<file path="src/rtl/dht_sched_pkg.sv">
// Shared types and constants for the DHT11 read scheduler: FSM states, command
// and status byte values, counter width and the sensor checksum rule.
package dht_sched_pkg;

  localparam int unsigned CNT_W = 27;

  typedef enum logic [2:0] {
    StIdle,
    StDecode,
    StHoldoff,
    StTrig,
    StArm,
    StWaitRd,
    StCheck,
    StResp
  } state_e;

  localparam logic [7:0] CMD_HUM   = 8'h01;
  localparam logic [7:0] CMD_TEMP  = 8'h02;
  localparam logic [7:0] CMD_STAT  = 8'h03;
  localparam logic [7:0] CMD_FORCE = 8'h04;

  localparam logic [7:0] ST_OK_CACHE = 8'h00;
  localparam logic [7:0] ST_OK_NEW   = 8'h01;
  localparam logic [7:0] ST_RD_ERR   = 8'hE0;
  localparam logic [7:0] ST_CRC_ERR  = 8'hE1;
  localparam logic [7:0] ST_TIMEOUT  = 8'hE2;
  localparam logic [7:0] ST_INVALID  = 8'hEF;

  // DHT11 checksum is the low byte of the sum of the four data bytes.
  function automatic logic crc_ok(input logic [7:0] hi, input logic [7:0] hf,
                                  input logic [7:0] ti, input logic [7:0] tf,
                                  input logic [7:0] crc);
    logic [7:0] sum;
    sum = hi + hf + ti + tf;
    return sum == crc;
  endfunction

endpackage

</file>
<file path="src/rtl/dht11_read_scheduler_if.sv">
// Command/response handshake plus DHT11 reader hookup for the read scheduler.
// The slave view belongs to the scheduler; master is the surrounding system.
interface dht11_read_scheduler_if;
  logic       REQ_VALID;
  logic [7:0] REQ_CMD;
  logic       REQ_READY;
  logic       RSP_VALID;
  logic       RSP_READY;
  logic [7:0] RSP_CODE;
  logic [7:0] RSP_DATA;
  logic       SENS_EN;
  logic       SENS_RST;
  logic       SENS_WAIT;
  logic       SENS_ERROR;
  logic [7:0] SENS_HUM_INT;
  logic [7:0] SENS_HUM_FLOAT;
  logic [7:0] SENS_TEMP_INT;
  logic [7:0] SENS_TEMP_FLOAT;
  logic [7:0] SENS_CRC;
  logic       BUSY;

  modport master (
    output REQ_VALID, REQ_CMD, RSP_READY, SENS_WAIT, SENS_ERROR,
    output SENS_HUM_INT, SENS_HUM_FLOAT, SENS_TEMP_INT, SENS_TEMP_FLOAT, SENS_CRC,
    input  REQ_READY, RSP_VALID, RSP_CODE, RSP_DATA, SENS_EN, SENS_RST, BUSY
  );

  modport slave (
    input  REQ_VALID, REQ_CMD, RSP_READY, SENS_WAIT, SENS_ERROR,
    input  SENS_HUM_INT, SENS_HUM_FLOAT, SENS_TEMP_INT, SENS_TEMP_FLOAT, SENS_CRC,
    output REQ_READY, RSP_VALID, RSP_CODE, RSP_DATA, SENS_EN, SENS_RST, BUSY
  );
endinterface

</file>
<file path="src/rtl/dht_age_timer.sv">
// Saturating age counter: time since the last sensor result, clamped at the
// trigger gap. gap_ok marks that a new trigger is allowed.
module dht_age_timer
  import dht_sched_pkg::*;
#(
  parameter int unsigned MIN_GAP_CYC = 100000000
) (
  input  logic             CLK,
  input  logic             RST,
  input  logic             clr,
  output logic [CNT_W-1:0] age,
  output logic             gap_ok
);

  localparam logic [CNT_W-1:0] GapMax = CNT_W'(MIN_GAP_CYC);

  logic [CNT_W-1:0] age_q;

  always_ff @(posedge CLK) begin
    if (RST || clr) begin
      age_q <= '0;
    end else if (age_q != GapMax) begin
      age_q <= age_q + CNT_W'(1);
    end
  end

  assign age    = age_q;
  assign gap_ok = (age_q == GapMax);

endmodule

</file>
<file path="src/rtl/dht11_read_scheduler.sv">
// Serves DHT11 read commands from a cached sample while fresh, otherwise runs a
// rate-limited, retried sensor transaction and returns one code/data response.
module dht11_read_scheduler
  import dht_sched_pkg::*;
#(
  parameter int unsigned MIN_GAP_CYC = 100000000,
  parameter int unsigned ARM_CYC     = 16,
  parameter int unsigned TIMEOUT_CYC = 10000000,
  parameter int unsigned MAX_RETRY   = 2
) (
  input logic                   CLK,
  input logic                   RST,
  dht11_read_scheduler_if.slave bus
);

  if (MIN_GAP_CYC < 1 || MIN_GAP_CYC >= (32'd1 << CNT_W) ||
      ARM_CYC < 1 || ARM_CYC >= (32'd1 << CNT_W) ||
      TIMEOUT_CYC < 1 || TIMEOUT_CYC >= (32'd1 << CNT_W) || MAX_RETRY > 3) begin : g_param_chk
    $error("dht11_read_scheduler: parameter out of range");
  end

  localparam logic [CNT_W-1:0] GapMax   = CNT_W'(MIN_GAP_CYC);
  localparam logic [CNT_W-1:0] ArmLast  = CNT_W'(ARM_CYC - 1);
  localparam logic [CNT_W-1:0] TmoLast  = CNT_W'(TIMEOUT_CYC - 1);
  localparam logic [1:0]       RetryMax = 2'(MAX_RETRY);

  state_e           state_q;
  logic [7:0]       cmd_q, hum_q, temp_q;
  logic [CNT_W-1:0] cnt_q, age;
  logic [1:0]       retry_q, last_retries_q;
  logic             cache_valid_q, req_ready_q, rsp_valid_q, trig_q, busy_q;
  logic [7:0]       rsp_code_q, rsp_data_q, fail_code;
  logic             gap_ok, fresh, crc_good, arm_fail, rd_err, rd_tmo, crc_fail, fail, age_clr;

  dht_age_timer #(
    .MIN_GAP_CYC(MIN_GAP_CYC)
  ) u_age (
    .CLK   (CLK),
    .RST   (RST),
    .clr   (age_clr),
    .age   (age),
    .gap_ok(gap_ok)
  );

  assign fresh    = cache_valid_q && (age < GapMax);
  assign crc_good = crc_ok(bus.SENS_HUM_INT, bus.SENS_HUM_FLOAT, bus.SENS_TEMP_INT,
                           bus.SENS_TEMP_FLOAT, bus.SENS_CRC);

  // Every transaction end restarts the gap, so retries are spaced like triggers.
  always_comb begin
    arm_fail  = (state_q == StArm) && !bus.SENS_WAIT && (cnt_q == ArmLast);
    rd_err    = (state_q == StWaitRd) && bus.SENS_ERROR;
    rd_tmo    = (state_q == StWaitRd) && !bus.SENS_ERROR && bus.SENS_WAIT && (cnt_q == TmoLast);
    crc_fail  = (state_q == StCheck) && !crc_good;
    fail      = arm_fail || rd_err || rd_tmo || crc_fail;
    age_clr   = (state_q == StCheck) || arm_fail || rd_err || rd_tmo;
    fail_code = ST_TIMEOUT;
    if (rd_err) begin
      fail_code = ST_RD_ERR;
    end else if (crc_fail) begin
      fail_code = ST_CRC_ERR;
    end
  end

  always_ff @(posedge CLK) begin
    if (RST) begin
      state_q        <= StIdle;
      cmd_q          <= '0;
      cnt_q          <= '0;
      retry_q        <= '0;
      last_retries_q <= '0;
      cache_valid_q  <= 1'b0;
      hum_q          <= '0;
      temp_q         <= '0;
      req_ready_q    <= 1'b0;
      rsp_valid_q    <= 1'b0;
      rsp_code_q     <= '0;
      rsp_data_q     <= '0;
      trig_q         <= 1'b0;
      busy_q         <= 1'b0;
    end else if (fail) begin
      busy_q <= 1'b0;
      if (retry_q < RetryMax) begin
        retry_q <= retry_q + 2'd1;
        state_q <= StHoldoff;
      end else begin
        rsp_code_q     <= fail_code;
        rsp_data_q     <= 8'h00;
        last_retries_q <= retry_q;
        retry_q        <= '0;
        state_q        <= StResp;
      end
    end else begin
      case (state_q)
        StIdle: begin
          req_ready_q <= 1'b1;
          if (bus.REQ_VALID && req_ready_q) begin
            req_ready_q <= 1'b0;
            cmd_q       <= bus.REQ_CMD;
            state_q     <= StDecode;
          end
        end
        StDecode: begin
          state_q    <= StResp;
          rsp_code_q <= ST_OK_CACHE;
          case (cmd_q)
            CMD_HUM:   if (fresh) rsp_data_q <= hum_q;  else state_q <= StHoldoff;
            CMD_TEMP:  if (fresh) rsp_data_q <= temp_q; else state_q <= StHoldoff;
            CMD_STAT:  rsp_data_q <= {cache_valid_q, fresh, busy_q, 3'b000, last_retries_q};
            CMD_FORCE: state_q <= StHoldoff;
            default: begin
              rsp_code_q <= ST_INVALID;
              rsp_data_q <= cmd_q;
            end
          endcase
        end
        StHoldoff: begin
          if (gap_ok) begin
            trig_q  <= 1'b1;
            busy_q  <= 1'b1;
            state_q <= StTrig;
          end
        end
        StTrig: begin
          trig_q  <= 1'b0;
          cnt_q   <= '0;
          state_q <= StArm;
        end
        StArm: begin
          if (bus.SENS_WAIT) begin
            cnt_q   <= '0;
            state_q <= StWaitRd;
          end else begin
            cnt_q <= cnt_q + CNT_W'(1);
          end
        end
        StWaitRd: begin
          if (!bus.SENS_WAIT) state_q <= StCheck;
          else                cnt_q   <= cnt_q + CNT_W'(1);
        end
        StCheck: begin
          // Reached only with a good checksum; bad ones take the fail path.
          cache_valid_q  <= 1'b1;
          hum_q          <= bus.SENS_HUM_INT;
          temp_q         <= bus.SENS_TEMP_INT;
          busy_q         <= 1'b0;
          rsp_code_q     <= ST_OK_NEW;
          rsp_data_q     <= (cmd_q == CMD_HUM) ? bus.SENS_HUM_INT : bus.SENS_TEMP_INT;
          last_retries_q <= retry_q;
          retry_q        <= '0;
          state_q        <= StResp;
        end
        StResp: begin
          if (!rsp_valid_q) begin
            rsp_valid_q <= 1'b1;
          end else if (bus.RSP_READY) begin
            rsp_valid_q <= 1'b0;
            state_q     <= StIdle;
          end
        end
        default: state_q <= StIdle;
      endcase
    end
  end

  assign bus.REQ_READY = req_ready_q;
  assign bus.RSP_VALID = rsp_valid_q;
  assign bus.RSP_CODE  = rsp_code_q;
  assign bus.RSP_DATA  = rsp_data_q;
  assign bus.SENS_EN   = 1'b1;
  assign bus.SENS_RST  = RST || trig_q;
  assign bus.BUSY      = busy_q;

endmodule
</file>
<file path="src/flat_wrapper.sv">
// flat-port wrapper written by rule: the top's interface ports become plain ports
module dht11_read_scheduler_flat import dht_sched_pkg::*;
#(
  parameter int unsigned MIN_GAP_CYC = 100000000,
  parameter int unsigned ARM_CYC     = 16,
  parameter int unsigned TIMEOUT_CYC = 10000000,
  parameter int unsigned MAX_RETRY   = 2
)
  (CLK, RST, bus_REQ_VALID, bus_REQ_CMD, bus_RSP_READY, bus_SENS_WAIT, bus_SENS_ERROR, bus_SENS_HUM_INT, bus_SENS_HUM_FLOAT, bus_SENS_TEMP_INT, bus_SENS_TEMP_FLOAT, bus_SENS_CRC, bus_REQ_READY, bus_RSP_VALID, bus_RSP_CODE, bus_RSP_DATA, bus_SENS_EN, bus_SENS_RST, bus_BUSY);
  dht11_read_scheduler_if bus_i ();
  input logic CLK;
  input logic RST;
  input wire logic [$bits(bus_i.REQ_VALID)-1:0] bus_REQ_VALID;
  input wire logic [$bits(bus_i.REQ_CMD)-1:0] bus_REQ_CMD;
  input wire logic [$bits(bus_i.RSP_READY)-1:0] bus_RSP_READY;
  input wire logic [$bits(bus_i.SENS_WAIT)-1:0] bus_SENS_WAIT;
  input wire logic [$bits(bus_i.SENS_ERROR)-1:0] bus_SENS_ERROR;
  input wire logic [$bits(bus_i.SENS_HUM_INT)-1:0] bus_SENS_HUM_INT;
  input wire logic [$bits(bus_i.SENS_HUM_FLOAT)-1:0] bus_SENS_HUM_FLOAT;
  input wire logic [$bits(bus_i.SENS_TEMP_INT)-1:0] bus_SENS_TEMP_INT;
  input wire logic [$bits(bus_i.SENS_TEMP_FLOAT)-1:0] bus_SENS_TEMP_FLOAT;
  input wire logic [$bits(bus_i.SENS_CRC)-1:0] bus_SENS_CRC;
  output wire logic [$bits(bus_i.REQ_READY)-1:0] bus_REQ_READY;
  output wire logic [$bits(bus_i.RSP_VALID)-1:0] bus_RSP_VALID;
  output wire logic [$bits(bus_i.RSP_CODE)-1:0] bus_RSP_CODE;
  output wire logic [$bits(bus_i.RSP_DATA)-1:0] bus_RSP_DATA;
  output wire logic [$bits(bus_i.SENS_EN)-1:0] bus_SENS_EN;
  output wire logic [$bits(bus_i.SENS_RST)-1:0] bus_SENS_RST;
  output wire logic [$bits(bus_i.BUSY)-1:0] bus_BUSY;
  assign bus_i.REQ_VALID = bus_REQ_VALID;
  assign bus_i.REQ_CMD = bus_REQ_CMD;
  assign bus_i.RSP_READY = bus_RSP_READY;
  assign bus_i.SENS_WAIT = bus_SENS_WAIT;
  assign bus_i.SENS_ERROR = bus_SENS_ERROR;
  assign bus_i.SENS_HUM_INT = bus_SENS_HUM_INT;
  assign bus_i.SENS_HUM_FLOAT = bus_SENS_HUM_FLOAT;
  assign bus_i.SENS_TEMP_INT = bus_SENS_TEMP_INT;
  assign bus_i.SENS_TEMP_FLOAT = bus_SENS_TEMP_FLOAT;
  assign bus_i.SENS_CRC = bus_SENS_CRC;
  assign bus_REQ_READY = bus_i.REQ_READY;
  assign bus_RSP_VALID = bus_i.RSP_VALID;
  assign bus_RSP_CODE = bus_i.RSP_CODE;
  assign bus_RSP_DATA = bus_i.RSP_DATA;
  assign bus_SENS_EN = bus_i.SENS_EN;
  assign bus_SENS_RST = bus_i.SENS_RST;
  assign bus_BUSY = bus_i.BUSY;
  dht11_read_scheduler #(.MIN_GAP_CYC(MIN_GAP_CYC), .ARM_CYC(ARM_CYC), .TIMEOUT_CYC(TIMEOUT_CYC), .MAX_RETRY(MAX_RETRY)) u_core (.CLK(CLK), .RST(RST), .bus(bus_i));
endmodule
</file>
<file path="config.mk">
export PLATFORM = sky130hd
export DESIGN_NAME = dht11_read_scheduler_flat
export DESIGN_NICKNAME = d
export VERILOG_FILES = /design/src/rtl/dht_sched_pkg.sv /design/src/rtl/dht11_read_scheduler_if.sv /design/src/rtl/dht_age_timer.sv /design/src/rtl/dht11_read_scheduler.sv /design/src/flat_wrapper.sv
export SDC_FILE = /design/constraint.sdc
export NUM_CORES = 1
export LEC_CHECK = 0
export ABC_CLOCK_PERIOD_IN_PS = 13000
export CELL_PAD_IN_SITES_DETAIL_PLACEMENT = 0
export CELL_PAD_IN_SITES_GLOBAL_PLACEMENT = 1
export CORE_ASPECT_RATIO = 1.75
export CORE_MARGIN = 1
export CORE_UTILIZATION = 35
export CTS_BUF_LIST = sky130_fd_sc_hd__clkbuf_4
export DETAILED_ROUTE_END_ITERATION = 16
export PLACE_DENSITY_LB_ADDON = 0.1
export SKIP_LAST_GASP = 1
export SLEW_MARGIN = 20
export SYNTH_ARGS = -nofsm -noshare
export SYNTH_HDL_FRONTEND = slang
export SYNTH_SLANG_ARGS = --single-unit
</file>
<file path="constraint.sdc">
create_clock -name CLK -period 13 [get_ports CLK]
set_input_delay 2.6 -clock CLK [delete_from_list [all_inputs] [get_ports CLK]]
set_output_delay 2.6 -clock CLK [all_outputs]
set_load 0.02 [all_outputs]
</file>
**Word level (Yosys, flattened, before mapping)**

Cells that the tools add are included.

- Flip-flop bits (word level): 106
- Input bits: 54
- Output and inout port bits: 21
- Logic and storage cells: 131

- $add $sub $neg: 6
- Order comparisons: 2
- Equal/unequal tests: 28
- Multiplexer cells: 39
- Bitwise operators: 1
- Reduce and logical (&&, ||, !) cells: 40

Operators with widths:

| kind | number |
|---|---|
| 27-bit one-hot mux with 3 select lines | 1 |
| 8-bit 2-to-1 mux | 9 |
| 27-bit by 1-bit adder with 27-bit output, second input constant | 2 |
| 27-bit 2-to-1 mux | 2 |
| 8-bit one-hot mux with 2 select lines | 2 |
| 8-bit one-hot mux with 4 select lines | 1 |
| 27-bit by 24-bit == test with 1-bit output, second input constant | 1 |
| 27-bit == test, second input constant | 1 |
| 27-bit by 4-bit == test with 1-bit output, second input constant | 1 |
| 27-bit < comparator, second input constant | 1 |
| 3-bit 2-to-1 mux | 9 |
| 27-bit != test, second input constant | 1 |
| 8-bit adder | 3 |
| 3-bit one-hot mux with 8 select lines | 1 |
| 8-bit by 2-bit == test with 1-bit output, second input constant | 2 |
| 2-bit 2-to-1 mux | 7 |
| 3-bit == test, second input constant | 4 |
| 3-bit by 2-bit != test with 1-bit output, second input constant | 4 |
| 2-bit AND reduction | 6 |
| 1-bit logical AND | 9 |
| 3-bit by 1-bit != test with 1-bit output, second input constant | 3 |
| 3-bit AND reduction | 3 |
| 8-bit by 1-bit == test with 1-bit output, second input constant | 1 |
| 8-bit by 3-bit == test with 1-bit output, second input constant | 1 |
| other kinds (21) | 41 |

**Longest topological paths before layout**

- Depth in word-level cells: 10
- Mapped depth: 16

**Hierarchy**

From an unflattened synthesis, not the netlist that was laid out.

- Cells, all modules: 732
- Area, all modules: 5,984.5 um2

Modules (own cells, without submodules):

| module | instances | cells an instance | area an instance (um2) | sequential area each (um2) |
|---|---|---|---|---|
| dht11_read_scheduler | 1 | 569 | 4,631.9 | 1,501.4 |
| dht_age_timer | 1 | 163 | 1,352.5 | 540.5 |

**Least setup slack after synthesis**

OpenSTA, ideal clock, no wires.

- Kind: input-to-reg
- From: input bus_SENS_TEMP_FLOAT[1]
- To: register u_core.cnt_q[10]
- Data arrival time: 6,037 ps
- Required time: 12,872 ps
- Setup slack: 6,835 ps
- Cell stages on the path: 15
- Buffers on the path: 2
- Cell sequence: fa_1 inv_1 fa_1 inv_1 ha_1 fa_1 xor2_1 nor3_1 nand4_1 o31ai_2 clkbuf_1 nand2_1 nand2_1 clkbuf_1 nor2_1

- Longest elaborated chain between the ends: 7

Ends and longest elaborated chain:

| what | RTL line | source |
|---|---|---|
| start: declaration | flat_wrapper.sv:21 | `input wire logic [$bits(bus_i.SENS_TEMP_FLOAT)-1:0] bus_SENS_TEMP_FLOAT;` |
| 8-bit adder | dht_sched_pkg.sv:35 | `sum = hi + hf + ti + tf;` |
| 8-bit == test | dht_sched_pkg.sv:36 | `return sum == crc;` |
| 1-bit zero test | dht11_read_scheduler.sv:54 | `crc_fail = (state_q == StCheck) && !crc_good;` |
| 1-bit logical AND | dht11_read_scheduler.sv:54 |  |
| 1-bit logical OR | dht11_read_scheduler.sv:55 | `fail = arm_fail \|\| rd_err \|\| rd_tmo \|\| crc_fail;` |
| 1-bit inverter (no line) | - |  |
| 3-bit AND reduction (no line) | - |  |
| end signal: assignment | dht11_read_scheduler.sv:134 | `cnt_q <= cnt_q + CNT_W'(1);` |
| end signal: assignment | dht11_read_scheduler.sv:139 | `else cnt_q <= cnt_q + CNT_W'(1);` |
| end: declaration | dht11_read_scheduler.sv:29 | `logic [CNT_W-1:0] cnt_q, age;` |

No other way between the ends.
A chain may end at the register's enable or synchronous reset.

**Worst setup path in the final report**

- From: input bus_SENS_TEMP_INT[1]
- To: register u_core.rsp_data_q[3] (netlist: u_core.bus.RSP_DATA[3])

- Longest elaborated chain between the ends: 8

Ends and longest elaborated chain:

| what | RTL line | source |
|---|---|---|
| start: declaration | flat_wrapper.sv:20 | `input wire logic [$bits(bus_i.SENS_TEMP_INT)-1:0] bus_SENS_TEMP_INT;` |
| 8-bit adder * (2 in series) | dht_sched_pkg.sv:35 |  |
| 8-bit == test * | dht_sched_pkg.sv:36 |  |
| 1-bit zero test * | dht11_read_scheduler.sv:54 |  |
| 1-bit logical AND * | dht11_read_scheduler.sv:54 |  |
| 1-bit logical OR * | dht11_read_scheduler.sv:55 |  |
| 4-bit by 2-bit != test with 1-bit output (no line), or another cell as far along | - |  |
| 5-bit AND reduction (no line) | - |  |
| end signal: assignment | dht11_read_scheduler.sv:107 | `CMD_HUM: if (fresh) rsp_data_q <= hum_q; else state_q <= StHoldoff;` |
| end signal: assignment | dht11_read_scheduler.sv:108 | `CMD_TEMP: if (fresh) rsp_data_q <= temp_q; else state_q <= StHoldoff;` |
| end signal: assignment | dht11_read_scheduler.sv:109 | `CMD_STAT: rsp_data_q <= {cache_valid_q, fresh, busy_q, 3'b000, last_retries_q};` |
| end: declaration | dht11_read_scheduler.sv:32 | `logic [7:0] rsp_code_q, rsp_data_q, fail_code;` |

Every way passes the cells marked *; elsewhere a longest branch is shown, timed or not.

==> reports/metrics.cfg <==
[outcome]
status=completed

[yosys]
ys_seq_area_share_pct=35.2
synth_cells=678
async_flop_share_pct=0
postSynthNetCount=760
ys_warn_count=0
synth_cell_types=62
synth.avg_cell_area_um2=8.56
yosys_most_used_dff=dfxtp_1
syn_area_mm2=0.00581
ys_ff_latch=102
synth_edf_count=0

[die]
die_h_um=172
die_w_um=99.4
coreArea_mm2=0.0163
ios=75
start_util_pct=35.6
die_area_mm2=0.0171
rows=62

[global_routing]
grt.total_usage_pct=19.3
grt_max_degree=51
globalRoute.busiestLayer=met2
use_met3_pct=2.87
use_met2_pct=37.6
first_global_vias=4963
grt.overflow.total=0
grt_pass1_wl_um=25400
antenna_found_initial=1
grtUsageMet1_pct=20.1

[critical_path]
start_kind=input pin
path_cells=clkdlybuf4s50_1 -> fa_1 -> inv_1 -> fa_1 -> inv_1 -> ha_1 -> fa_1 -> xor2_1 -> nor3_1 -> nand4_1 -> o311ai_0 -> nand3_4 -> nor4_1 -> a31o_1
worst-path-max-fanout=16
critPathArrivalTime_ps=7200
cp_slowest_stage_delay_ps=810
crit_type=input pin to flop
cp_common_cell=fa_1
required_ps=13440
slowest_stage=o311ai_0
endpoint_kind=flop

[sta]
fin_skew_ps=25.9
layout_min_cycle_time_ps=6760
max_freq_mhz=148
hold_viol=0
setup_viol=0
rsz0062_at_grt=no
fin_crit_sh_pct=52.0
tns_ps=0
report.final.slew_viol_count=0
worst_pin_slew_ps=897
relSlewSlack_pct=40.0

[cells_and_area]
layout_commonest_cell=nor2_1
syn_to_final_growth_pct=17.0
nFillCells=1669
final_nets=814
multiInputGateArea_mm2=0.00351
drive_above_1_share_pct=6.11
mostFrequentLayoutCells=nor2_1 (104), dfxtp_1 (102), clkdlybuf4s50_1 (71), nand2_1 (64), xor2_1 (42)
fin_util_pct=41.7
register_area_mm2=0.00204

[drt]
routedWlPerCell_um=17.2
ant_nets=0
routed_via_density=5.35
via_count=4977
drc=0
drt_first_pass_iters=4
drt-initial-drc-count=139
routed_wl_um=16000

[clock_network]
cts_tree=done
root_buffer=clkbuf_4
cts_sinks=102
cts_setup_buffers=0
cts_buffers=9
htreeDepth=3
cts_resized=0
clock_latency_ps=480
cts_hold_buf=0
cts.reportedPaths.clkPinSlew_ps=180
cts_buffer_depth=2

[power_and_ir_drop]
p_leak_nw=2.56
power_density_mw_per_mm2=125
max-vdd-ir-drop_mv=0.0509

[placed_design]
io_buffers=72
gp_congestion=0.790
place_hpwl_um=12300

[min_path]
hp-class=flop to flop

[run]
maxCapViolations=0

-- flip-flops by register name (all words and copies together), names as in the netlist, 2 cells and up --
signal                 flops
u_core.u_age.age          27
u_core.temp_q              8
u_core.hum_q               8
u_core.cnt_q              27
u_core.cmd_q               8
u_core.state_q             3
u_core.retry_q             2
u_core.bus.RSP_CODE        4
u_core.bus.RSP_DATA        8
u_core.last_retries_q      2
-- worst max-delay path: cells and delay by family --
kind | cells | cell delay [ps]
AOI/OAI and AO/OA | 2 | 950
buffers and inverters | 3 | 570
adders and majority gates | 4 | 1680
and+or+nand+nor | 4 | 1210
xor gates and xnor gates | 1 | 170
-- metal layers --
metal / wire, um / up-vias / share of wire (%)
li1: - / 2465 / -
met1: 6170 / 2395 / 38
met2: 8920 / 88 / 56
met3: 434 / 29 / 2.7
met4: 514 / 0 / 3.2
met5: 0 / - / 0
-- layout make-up --
type                            instances  area share [%]
Tap cell                              192            3.54
Antenna cell                            1          0.0368
Clock inverter                          7            1.16
Multi-Input combinational cell        515            51.7
Clock buffer                            9           0.994
Sequential cell                       102            30.0
Timing Repair Buffer                   76            11.0
Inverter                               28            1.55
-- cells in the mapped netlist, types with 3 or more instances --
library cell | instances | area (um2)
nor2_1 | 104 | 390
dfxtp_1 | 102 | 2040
nand2_1 | 64 | 240
xor2_1 | 42 | 368
a21oi_1 | 37 | 185
nand3_1 | 28 | 140
inv_1 | 27 | 101
xnor2_1 | 26 | 228
mux2i_1 | 22 | 220
nand4_1 | 22 | 138
clkbuf_1 | 18 | 67.6
fa_1 | 14 | 280
ha_1 | 14 | 175
and3_1 | 11 | 68.8
nor3_1 | 11 | 55.1
o21ai_0 | 10 | 50.1
nor4_1 | 9 | 56.3
a31o_1 | 8 | 70.1
mux2_2 | 8 | 90.1
nor2b_1 | 7 | 43.8
buf_2 | 6 | 30.0
buf_4 | 6 | 45.0
nor4b_1 | 6 | 52.6
a22o_1 | 5 | 43.8
and4_1 | 5 | 43.8
nand3b_1 | 5 | 37.5
nor3b_1 | 5 | 37.5
a211o_1 | 3 | 26.3
a211oi_1 | 3 | 22.5
a31oi_1 | 3 | 18.8
a32oi_1 | 3 | 26.3
nor3_2 | 3 | 30.0
-- stage by stage --
stage | setup slack, ps | hold slack (ps) | std cells | total power, mW | instance area [um2]
finish | 6240 | 487 | 930 | 0.847 | 6800
global placement | 5460 | 463 | 913 | 0.678 | 6630
global route | 5920 | 511 | 930 | 0.908 | 6800
detailed placement | 5340 | 463 | 913 | 0.681 | 6640
CTS | 5840 | 485 | 929 | 0.860 | 6780
floorplan | 6830 | 444 | 678 | 0.581 | 5810
-- cells by family after synthesis --
family | share of synthesized area, %
AOI/OAI and AO/OA | 11.4
xor gates and xnor gates | 10.3
adders and majority gates | 7.84
buffers and inverters | 4.72
DFF | 35.2
muxes | 5.34
other | 0.129
and+or+nand+nor | 25.1
-- report_power, final --
part           total [mW]  switching (mW)  internal [mW]
sequential          0.361          0.0281          0.333
clock               0.177           0.116         0.0612
combinational       0.309           0.183          0.126
-- path summary, 6_finish.rpt --
check | startpoint | to | slack [ps] | cells after the start
max | bus_SENS_TEMP_INT[1] | u_core.bus.RSP_DATA[3]$_SDFFE_PP0P_ | 6240 | 14
min | u_core.last_retries_q[1]$_SDFFE_PP0P_ | u_core.last_retries_q[1]$_SDFFE_PP0P_ | 490 | 2
max reg2reg | u_core.state_q[1]$_SDFFE_PP0P_ | u_core.cnt_q[26]$_SDFFE_PP0P_ | 9700 | 9
min reg2reg | u_core.last_retries_q[1]$_SDFFE_PP0P_ | u_core.last_retries_q[1]$_SDFFE_PP0P_ | 490 | 2
Note: power is estimated with default switching activity, not from simulation.
